==> config.mk <==
export PLATFORM = sky130hd
export DESIGN_NAME = operand_fetch
export DESIGN_NICKNAME = d
export VERILOG_FILES = /design/src/rtl/operand_fetch.sv
export SDC_FILE = /design/constraint.sdc
export NUM_CORES = 1
export LEC_CHECK = 0
export ABC_AREA = 1
export CORE_ASPECT_RATIO = 1.25
export CORE_MARGIN = 3
export CORE_UTILIZATION = 35
export DETAILED_ROUTE_END_ITERATION = 16
export PLACE_DENSITY = 0.74
export SLEW_MARGIN = 20
export SYNTH_ARGS = -nofsm -noshare
export SYNTH_HDL_FRONTEND = slang
export SYNTH_SLANG_ARGS = --single-unit
==> constraint.sdc <==
create_clock -name CLK -period 5.9 [get_ports CLK]
set_clock_uncertainty 0.2 [all_clocks]
set_input_delay 0.885 -clock CLK [delete_from_list [all_inputs] [get_ports CLK]]
set_output_delay 0.885 -clock CLK [all_outputs]
set_load 0.01 [all_outputs]
==> src/rtl/operand_fetch.sv <==
// operand_fetch: decode-to-execute operand register with EX/MEM forwarding,
// load-use hazard detection and a saturating stall counter.
module operand_fetch #(
  parameter int unsigned WORD_W = 32
) (
  input  logic              CLK,
  input  logic              nRST,
  input  logic              id_valid,
  input  logic [4:0]        id_rs,
  input  logic [4:0]        id_rt,
  input  logic [4:0]        id_rd,
  input  logic              id_uses_rt,
  input  logic              id_alusrc,
  input  logic              id_regwrite,
  input  logic              id_memread,
  input  logic [WORD_W-1:0] id_imm,
  output logic              id_ready,
  output logic [4:0]        rsel1,
  output logic [4:0]        rsel2,
  input  logic [WORD_W-1:0] rdat1,
  input  logic [WORD_W-1:0] rdat2,
  input  logic [WORD_W-1:0] ex_result,
  input  logic              mem_regwrite,
  input  logic [4:0]        mem_rd,
  input  logic [WORD_W-1:0] mem_wdat,
  input  logic              ex_ready,
  input  logic              flush,
  output logic              ex_valid,
  output logic              ex_regwrite,
  output logic              ex_memread,
  output logic [4:0]        ex_rd,
  output logic [WORD_W-1:0] ex_opA,
  output logic [WORD_W-1:0] ex_opB,
  output logic [WORD_W-1:0] ex_rtdat,
  output logic [15:0]       stall_cnt
);

  localparam int unsigned REG_W = 5;
  localparam int unsigned CNT_W = 16;
  localparam logic [REG_W-1:0] REG_ZERO = '0;
  localparam logic [CNT_W-1:0] CNT_MAX  = '1;

  // Output register
  logic              r_ex_valid;
  logic              r_ex_regwrite;
  logic              r_ex_memread;
  logic [REG_W-1:0]  r_ex_rd;
  logic [WORD_W-1:0] r_ex_opA;
  logic [WORD_W-1:0] r_ex_opB;
  logic [WORD_W-1:0] r_ex_rtdat;
  logic [CNT_W-1:0]  r_stall_cnt;

  // Combinational control and datapath
  logic              w_ex_can_fwd;
  logic              w_ex_hit_rs;
  logic              w_ex_hit_rt;
  logic              w_mem_hit_rs;
  logic              w_mem_hit_rt;
  logic [WORD_W-1:0] w_fwd_rs;
  logic [WORD_W-1:0] w_fwd_rt;
  logic [WORD_W-1:0] w_opB;
  logic              w_load_hit;
  logic              w_hazard;
  logic              w_advance;
  logic              w_load;
  logic              w_stall_inc;

  // Register-file read selects follow decode directly
  assign rsel1 = id_rs;
  assign rsel2 = id_rt;

  // EX-stage result is only forwardable for a valid, non-load register writer
  assign w_ex_can_fwd = r_ex_valid & r_ex_regwrite & ~r_ex_memread;

  // Source match detection; register 0 is never forwarded
  always_comb begin
    w_ex_hit_rs  = w_ex_can_fwd && (r_ex_rd == id_rs) && (id_rs != REG_ZERO);
    w_ex_hit_rt  = w_ex_can_fwd && (r_ex_rd == id_rt) && (id_rt != REG_ZERO);
    w_mem_hit_rs = mem_regwrite && (mem_rd == id_rs) && (id_rs != REG_ZERO);
    w_mem_hit_rt = mem_regwrite && (mem_rd == id_rt) && (id_rt != REG_ZERO);
  end

  // Forwarding mux for source 1: EX beats MEM beats register file
  always_comb begin
    w_fwd_rs = rdat1;
    if (w_ex_hit_rs) begin
      w_fwd_rs = ex_result;
    end else if (w_mem_hit_rs) begin
      w_fwd_rs = mem_wdat;
    end
  end

  // Forwarding mux for source 2: EX beats MEM beats register file
  always_comb begin
    w_fwd_rt = rdat2;
    if (w_ex_hit_rt) begin
      w_fwd_rt = ex_result;
    end else if (w_mem_hit_rt) begin
      w_fwd_rt = mem_wdat;
    end
  end

  // Operand B selects between immediate and forwarded rt
  assign w_opB = id_alusrc ? id_imm : w_fwd_rt;

  // Load-use hazard: a load in EX whose destination decode needs now
  always_comb begin
    w_load_hit = (r_ex_rd == id_rs) || (id_uses_rt && (r_ex_rd == id_rt));
    w_hazard   = id_valid && r_ex_valid && r_ex_memread &&
                 (r_ex_rd != REG_ZERO) && w_load_hit;
  end

  // Handshake: the output register can take a new entry when empty or draining
  assign w_advance   = ~r_ex_valid | ex_ready;
  assign w_load      = w_advance & id_valid & ~w_hazard;
  assign id_ready    = ~w_hazard & w_advance;
  assign w_stall_inc = w_hazard & ~flush;

  // Output register: flush squashes, advance loads or bubbles, otherwise hold
  always_ff @(posedge CLK or negedge nRST) begin
    if (!nRST) begin
      r_ex_valid    <= 1'b0;
      r_ex_regwrite <= 1'b0;
      r_ex_memread  <= 1'b0;
      r_ex_rd       <= '0;
      r_ex_opA      <= '0;
      r_ex_opB      <= '0;
      r_ex_rtdat    <= '0;
    end else if (flush) begin
      r_ex_valid <= 1'b0;
    end else if (w_advance) begin
      if (w_load) begin
        r_ex_valid    <= 1'b1;
        r_ex_regwrite <= id_regwrite;
        r_ex_memread  <= id_memread;
        r_ex_rd       <= id_rd;
        r_ex_opA      <= w_fwd_rs;
        r_ex_opB      <= w_opB;
        r_ex_rtdat    <= w_fwd_rt;
      end else begin
        r_ex_valid <= 1'b0;
      end
    end
  end

  // Saturating count of load-use stall cycles
  always_ff @(posedge CLK or negedge nRST) begin
    if (!nRST) begin
      r_stall_cnt <= '0;
    end else if (w_stall_inc && (r_stall_cnt != CNT_MAX)) begin
      r_stall_cnt <= r_stall_cnt + CNT_W'(1);
    end
  end

  assign ex_valid    = r_ex_valid;
  assign ex_regwrite = r_ex_regwrite;
  assign ex_memread  = r_ex_memread;
  assign ex_rd       = r_ex_rd;
  assign ex_opA      = r_ex_opA;
  assign ex_opB      = r_ex_opB;
  assign ex_rtdat    = r_ex_rtdat;
  assign stall_cnt   = r_stall_cnt;

endmodule

# Yosys cells after proc, flatten, opt, wreduce, memory -nomap -nowiden
# Index checks and enable logic that the tools add are counted.
[word_totals]
ff_bits = 120
in_bits = 190
out_inout_bits = 131
[classes]
n_addsub = 1
n_eq_ne = 5
muxes = 8
n_bitwise = 11
reduce_logical = 20
[op_table]
columns = ["cell", "count"]
rows = [
  ["2-to-1 mux 32 bit", 5],
  ["equality test 5 bit", 4],
  ["adder 16 x 1 -> 16 bit, second input constant", 1],
  ["!= test 16 bit, second input constant", 1],
  ["nonzero test 5 bit", 3],
  ["logical AND 1 bit", 14],
  ["AND 1 bit", 6],
  ["NOT 1 bit", 4],
  ["2-to-1 mux 1 bit", 3],
  ["AND reduction 3 bit", 1],
  ["nonzero test 2 bit", 1],
  ["logical OR 1 bit", 1],
  ["OR 1 bit", 1],
]

# Longest topological paths before layout
# Gate-level depths: netlist of the first run.
[logic_depth]
ltp_word = 9
mapped_depth = 14
mapped_depth_nobuf = 13

# Least setup slack after synthesis of the first run
# OpenSTA, ideal clock, no wires.
[synth_timing]
path_kind = "input to output"
startpoint = "input port id_rs[0]"
endpoint = "output port id_ready"
arrival_ps = 1589
required_time_ps = 4815
slack_ps = 3226
stages = 7
n_path_buf = 0
path_cell_list = "inv_1 > or2_1 > nand3_1 > nor2_1 > nand2_1 > nand2_1 > a21oi_1"
[synth_between]
elab_chain_cells = 5
[synth_lines]
columns = ["item", "line_no", "source"]
rows = [
  ["from (decl)", "9", "input logic [4:0] id_rs,"],
  ["equality test 5 bit", "108", "w_load_hit = (r_ex_rd == id_rs) || (id_uses_rt && (r_ex_rd == id_rt));"],
  ["logical OR 1 bit", "108", ""],
  ["logical AND 1 bit", "110", "(r_ex_rd != REG_ZERO) && w_load_hit;"],
  ["NOT 1 bit", "116", "assign id_ready = ~w_hazard & w_advance;"],
  ["AND 1 bit", "116", ""],
  ["to (decl)", "17", "output logic id_ready,"],
]
# Every way passes these cells.

# Final worst setup path of the first run
[layout_timing]
startpoint = "input port id_rt[4]"
endpoint = "output port id_ready"
[layout_between]
elab_chain_cells = 6
[layout_lines]
columns = ["item", "line_no", "source"]
rows = [
  ["from (decl)", "10", "input logic [4:0] id_rt,"],
  ["equality test 5 bit", "108", ""],
  ["logical AND 1 bit", "108", ""],
  ["logical OR 1 bit", "108", ""],
  ["logical AND 1 bit", "110", ""],
  ["NOT 1 bit", "116", ""],
  ["AND 1 bit", "116", ""],
]
# Every way passes these cells.

==> reports/metrics.yaml, run 1 <==
clock_network:
  cts_root_buf: "clkbuf_16"
  cts_hold_buffers: 0
  cts_buffer_depth: 2
  cts_buffers: 17
  ctsResizeCount: 0
  clkSinkCount: 120
  htree_levels: 4
  cts_tree: "done"
  insertion_delay_ns: 0.41
  clkSlewWorstSetupHoldPaths_ns: 0.06
  cts_setup_buffers: 0
pwr:
  p_leak_nw: 5.64
  p_per_area_nw_per_um2: 260
  peakVddDrop_mv: 0.181
  finalPower_mw: 2.97
yosys:
  syn_area_sq_um: 7470
  synth_nets: 1324
  syn_inst: 1133
  synth.distinct_cells: 30
  synth.avg_cell_area_sq_um: 6.60
  synth_ff_type: "dfrtp_1"
  synth_seq_area_share: 0.402
  ys_warn_count: 0
  synth-edff-count: 0
  ys_seq_elements: 120
  ys_async_sr_fraction: 1.00
critical_path:
  worstSetupStartpointType: "input pin"
  crit_end: "id_ready"
  r2r_cells: 14
  worstPathArrival_ns: 3.07
  startpoint: "id_rt[4]"
  cp_data_required_time_ns: 4.82
  r2r_end: "ex_opA[25]$_DFFE_PN0P_"
  cp_max_fo: 34
  endpoint_kind: "output pin"
  worst-setup-path-type: "input pin to output pin"
  reg2reg_slack_ns: 2.63
  r2r_start: "ex_rd[3]$_DFFE_PN0P_"
sta:
  rsz0062_at_grt: "no"
  finalMaxSlewViolations: 0
  worst_slew_pin_slew_ns: 1.05
  fmax_mhz: 241
  fin_crit_ns: 4.15
  timing.final.crit_share: 0.703
  hold_viol_final: 0
  slew_headroom: 0.298
  tns_ns: 0
  setup_viol: 0
route:
  drc: 0
  drt-initial-drc-count: 660
  firstDrtPassIters: 5
  via_per_inst: 5.11
  drt-total-wl_mm: 30.6
  antenna_left: 0
  wire_per_inst_um: 18.0
  vias: 8672
finish:
  final_util: 0.548
  drive_above_1_share: 0.0414
  nets: 1602
  synthToLayoutAreaGrowth_pct: 53.1
  antenna_cells: 0
placement:
  place_congestion: 0.951
  dp_hpwl_mm: 21.4
  port_buffers: 320
run_status:
  status: "completed"
grt:
  track_usage: 0.259
  grt_max_degree: 71
  grt_pass1_vias: 8647
  grt_first_pass_wirelength_mm: 46.4
  antenna_found_initial: 1
  gr-total-overflow: 0
floorplanning:
  start_util: 0.358
  dieArea_sq_um: 23200
  ioPinCount: 321
  rows: 59
  die_h_um: 169
  die_w_um: 137
  core-area_sq_um: 20900
job:
  drv_cap: 0
worst_hold_path:
  hp-class: "flip-flop to flip-flop"
  min-delay-start: "ex_opB[13]$_DFFE_PN0P_"
[through the flow]
step / instances / hold slack [ns] / cell area, sq um / setup slack [ns]
after detailed placement: 1666 / 0.265 / 10800 / 1.66
after floorplan: 1133 / 0.313 / 7470 / 3.23
after CTS: 1698 / 0.281 / 11400 / 1.78
after global routing: 1698 / 0.289 / 11400 / 1.65
final: 1698 / 0.276 / 11400 / 1.75
after global placement: 1666 / 0.261 / 10800 / 1.76
[flip-flops by register name, summed over array words and instances (netlist names)]
signal,cells
ex_rd,5
ex_valid,1
ex_regwrite,1
ex_opB,32
stall_cnt,16
ex_memread,1
ex_opA,32
ex_rtdat,32
[worst max-delay path, stage by stage]
cell and delay, ns:
clkdlybuf4s50_1 0.54, inv_1 0.09, nand2_1 0.07, nand4_2 0.13, nor2_4 0.12, buf_4 0.42, nand2_1 0.10, nand2_1 0.12
a21oi_1 0.09, clkdlybuf4s50_1 0.48
[how the worst min path moves through the flow]
stage                             endpoint  slack [ns]  cells past startpoint
floorplan           ex_opA[10]$_DFFE_PN0P_        0.31                      2
global placement     ex_opB[5]$_DFFE_PN0P_        0.26                      2
detailed placement  ex_opA[28]$_DFFE_PN0P_        0.26                      2
CTS                 ex_opB[13]$_DFFE_PN0P_        0.28                      2
global route         ex_opA[3]$_DFFE_PN0P_        0.29                      2
finish              ex_opB[13]$_DFFE_PN0P_        0.28                      2
[logic make-up after synthesis]
kind of cell    count (synthesis)  share of synthesized area
simple gates                  846                      0.477
flops                         120                      0.402
buf+inv                       108                     0.0696
compound gates                 38                     0.0268
xor+xnor                       20                     0.0234
fa+ha+maj                       1                    0.00167
[where the power goes]
group,internal (mW),switching [mW]
Sequential,0.938,0.0823
Combinational,0.410,0.374
Clock,0.773,0.396
Total,2.12,0.852
[cells in the mapped netlist, drive strengths merged, types with 5 or more instances]
library cell  instances  area [sq um]
inv                  33           124
buf                  42           273
nor2                 20          92.6
xor2                 12           105
dfrtp               120          3000
xnor2                 8          70.1
clkbuf               33           124
nand2               622          2340
nand4                 5          37.5
o21ai                33           165
nor3                  6          30.0
nand3b               34           259
nand3               156           786
[final cells by class]
| type | count | area [sq um] |
|---|---|---|
| Clock buffer | 21 | 460 |
| Clock inverter | 11 | 195 |
| Fill cell | 2026 | 9450 |
| Inverter | 33 | 124 |
| Multi-Input combinational cell | 905 | 4000 |
| Sequential cell | 120 | 3000 |
| Tap cell | 274 | 343 |
| Timing Repair Buffer | 334 | 3310 |
[layout by cell type, fill, tap and decap left out, types with 2 or more instances in the layout]
master / count
nand3b_1: 33
nor3_1: 6
clkbuf_16: 17
clkdlybuf4s50_1: 318
nand3_1: 155
inv_1: 33
nor2_4: 8
clkbuf_1: 2
xnor2_1: 8
xor2_1: 12
dfrtp_1: 120
clkinvlp_4: 3
nor2_1: 12
o21ai_0: 3
o21ai_1: 30
nand4_1: 4
o31ai_1: 2
nand2_2: 2
buf_4: 14
nand2_1: 620
clkinv_4: 2
clkbuf_8: 2
bufinv_16: 5
nor4_1: 2
[routing by layer]
metal  vias up  wire [um]  GRT usage
li1       4143          -          -
met1      3982      11900      0.314
met2       456      15000      0.438
met3        89       2540     0.0620
met4         2       1140      0.106
met5         -         13          0
(Power assumes the default switching activity.)
==> run 2, diff against run 1 <==
Clock period 5.9 ns to 4.2 ns, I/O delays scaled along.
==> run 2 against run 1 <==
Clock power is 30% higher. Via count is 0.23% lower. Hold slack worse by 0.26 ns. Critical endpoint unchanged. Largest power group unchanged. Highest routed layer unchanged.
==> reports/metrics.yaml, run 2 (synthesis gave the netlist of run 1 again) <==
clock_network:
  htree_levels: 4  # unchanged
  cts_tree: "done"
  cts_setup_buffers: 0  # unchanged
  clkSlewWorstSetupHoldPaths_ns: 0.06  # about the same
  cts_root_buf: "clkbuf_16"
  ctsResizeCount: 0  # unchanged
  cts_buffers: 17  # unchanged
  insertion_delay_ns: 0.42  # about the same
  cts_hold_buffers: 0  # unchanged
  clkSinkCount: 120  # unchanged
  cts_buffer_depth: 2  # unchanged
finish:
  final_util: 0.549  # +0.00138
  final-seq-area_sq_um: 3000  # unchanged
  multi_input_area_sq_um: 4000  # unchanged
  fill_cells: 2004  # -1.1%
  antenna_cells: 0  # unchanged
  drive_above_1_share: 0.0455  # +0.00409
  final_common_cell: "nand2_1"
  nets: 1607  # +0.31%
  finalNonFillerCells: 1702  # +0.24%
  synthToLayoutAreaGrowth_pct: 53.4
  layout_common_cells: "nand2_1 (620), clkdlybuf4s50_1 (318), nand3_1 (155)"
sta:
  finalMaxSlewViolations: 0  # unchanged
  worst_slew_pin_slew_ns: 0.851  # -0.200 ns
  tns_ns: 0  # unchanged
  hold_ws_ns: 0.0106  # -0.265 ns
  setup_viol: 0  # unchanged
  fin_crit_ns: 3.32
  slew_headroom: 0.432  # +0.135
  timing.final.crit_share: 0.790
  hold_viol_final: 0  # unchanged
  rsz0062_at_grt: "no"
  fmax_mhz: 301
critical_path:
  path_delay_family: "buffers and inverters"
  reg2reg_slack_ns: 1.51  # -1.12 ns
  cp_max_fo: 4  # -88%
  worst-setup-path-type: "input pin to output pin"
  r2r_cells: 7  # -7
  critPathBufInv: 3  # -1
  cpMaxStageDelayCell: "clkdlybuf4s50_1"
  worstSetupStartpointType: "input pin"
  slowest_delay_ns: 0.56  # +0.02 ns
  cp_data_required_time_ns: 3.37  # -1.45 ns
  endpoint_kind: "output pin"
  worstPathCellList: "clkdlybuf4s50_1 -> inv_1 -> or2_1 -> nand3_1 -> nor2_1 -> nand2_1 -> nand2_1 -> a21oi_1 -> clkdlybuf4s50_1"
  critical_path_depth: 9  # -1
  worstPathArrival_ns: 2.49  # -0.58 ns
floorplanning:
  ioPinCount: 321  # unchanged
  start_util: 0.358  # unchanged
  die_h_um: 169  # unchanged
  dieArea_sq_um: 23200  # unchanged
  core-area_sq_um: 20900  # unchanged
  die_w_um: 137  # unchanged
  rows: 59  # unchanged
route:
  firstDrtPassIters: 5  # unchanged
  drt-initial-drc-count: 650  # -1.5%
  drt-total-wl_mm: 30.2  # -1.1%
  vias: 8652  # -0.23%
  drc: 0  # unchanged
  wire_per_inst_um: 17.8  # -1.4%
  via_per_inst: 5.08  # -0.47%
  antenna_left: 0  # unchanged
grt:
  grt_pass1_vias: 8623  # -0.28%
  gr-total-overflow: 0  # unchanged
  grt_first_pass_wirelength_mm: 46.7  # +0.53%
  track_usage: 0.260  # +0.000998
  grt_max_degree: 134  # +89%
  antenna_found_initial: 1  # unchanged
pwr:
  pwr-share-comb: 0.272  # +0.009
  seqPwrFrac: 0.353  # +0.010
  p_int_mw: 2.85  # +34%
  switching_share: 0.297  # +0.0108
  p_per_area_nw_per_um2: 354  # +36%
  p_leak_nw: 5.66  # +0.42%
  finalPower_mw: 4.06  # +36%
  clkPwrFrac: 0.375  # -0.018
  switchingPower_mw: 1.21  # +42%
  peakVddDrop_mv: 0.250  # +38%
placement:
  port_buffers: 320  # unchanged
  place_congestion: 0.947  # -0.43%
  dp_hpwl_mm: 21.4  # about the same
  place_inst: 1671  # +0.30%
worst_hold_path:
  hp-class: "input pin to asynchronous set/reset pin"
job:
  drv_cap: 0  # unchanged
run_status:
  status: "completed"
-- run 2: changes by cell type in the layout (fill, tap and decap cells not counted) --
cell | previous run | this run
buf_12 | 1 | 4
buf_4 | 14 | 16
bufinv_16 | 5 | 3
clkbuf_1 | 2 | 0
clkbuf_8 | 2 | 1
clkinv_4 | 2 | 3
inv_6 | 0 | 3
-- run 2: routing by layer --
layer,part of all wire,vias up,GRT usage
met3,0.086,77,0.0549
met5,0.00046,-,0
met2,0.49,457,0.443
met1,0.38,3961,0.314
met4,0.040,2,0.113
li1,-,4155,-
-- run 2: worst register-to-register path, cell delays in order (launching register included) --
cell and delay [ns]:
dfrtp_1 0.46, ha_1 0.23, nand3_1 0.17, nor4_1 0.51, nand3_2 0.46, nand2_2 0.42, nand2_1 0.10, nand2_1 0.08
-- run 2: final cells by class --
type,instances,area share
clock buffers,18,0.0383
clock inverters,13,0.0148
inverters,33,0.0108
multi-input cells,905,0.349
flip-flops and latches,120,0.262
well taps,274,0.0299
repair buffers,339,0.295
-- run 2: final timing paths --
check                                                  to                startpoint
min in group CLK                    ex_opB[8]$_DFFE_PN0P_     ex_opB[8]$_DFFE_PN0P_
max in group asynchronous          ex_opB[17]$_DFFE_PN0P_                      nRST
worst min-delay path                ex_opB[4]$_DFFE_PN0P_                      nRST
worst max-delay path                             id_ready                  id_rs[0]
worst min register to register      ex_opB[8]$_DFFE_PN0P_     ex_opB[8]$_DFFE_PN0P_
worst max register to register  stall_cnt[10]$_DFFE_PN0P_  stall_cnt[0]$_DFFE_PN0P_
-- run 2: power by group through the flow --
| stage | combinational, mW | clock, mW | sequential (mW) |
|---|---|---|---|
| floorplan | 0.346 | 0 | 1.50 |
| global placement | 1.10 | 0 | 1.44 |
| detailed placement | 1.11 | 0 | 1.44 |
| CTS | 1.11 | 1.54 | 1.43 |
| global route | 1.20 | 1.59 | 1.45 |
| finish | 1.10 | 1.52 | 1.43 |
-- run 2: metrics by stage --
stage,worst slack (ns),area (sq um)
after floorplan,2.04,7470
after global placement,0.912,10900
after detailed placement,0.879,10900
after CTS,0.881,11500
after global routing,0.780,11500
final,0.882,11500
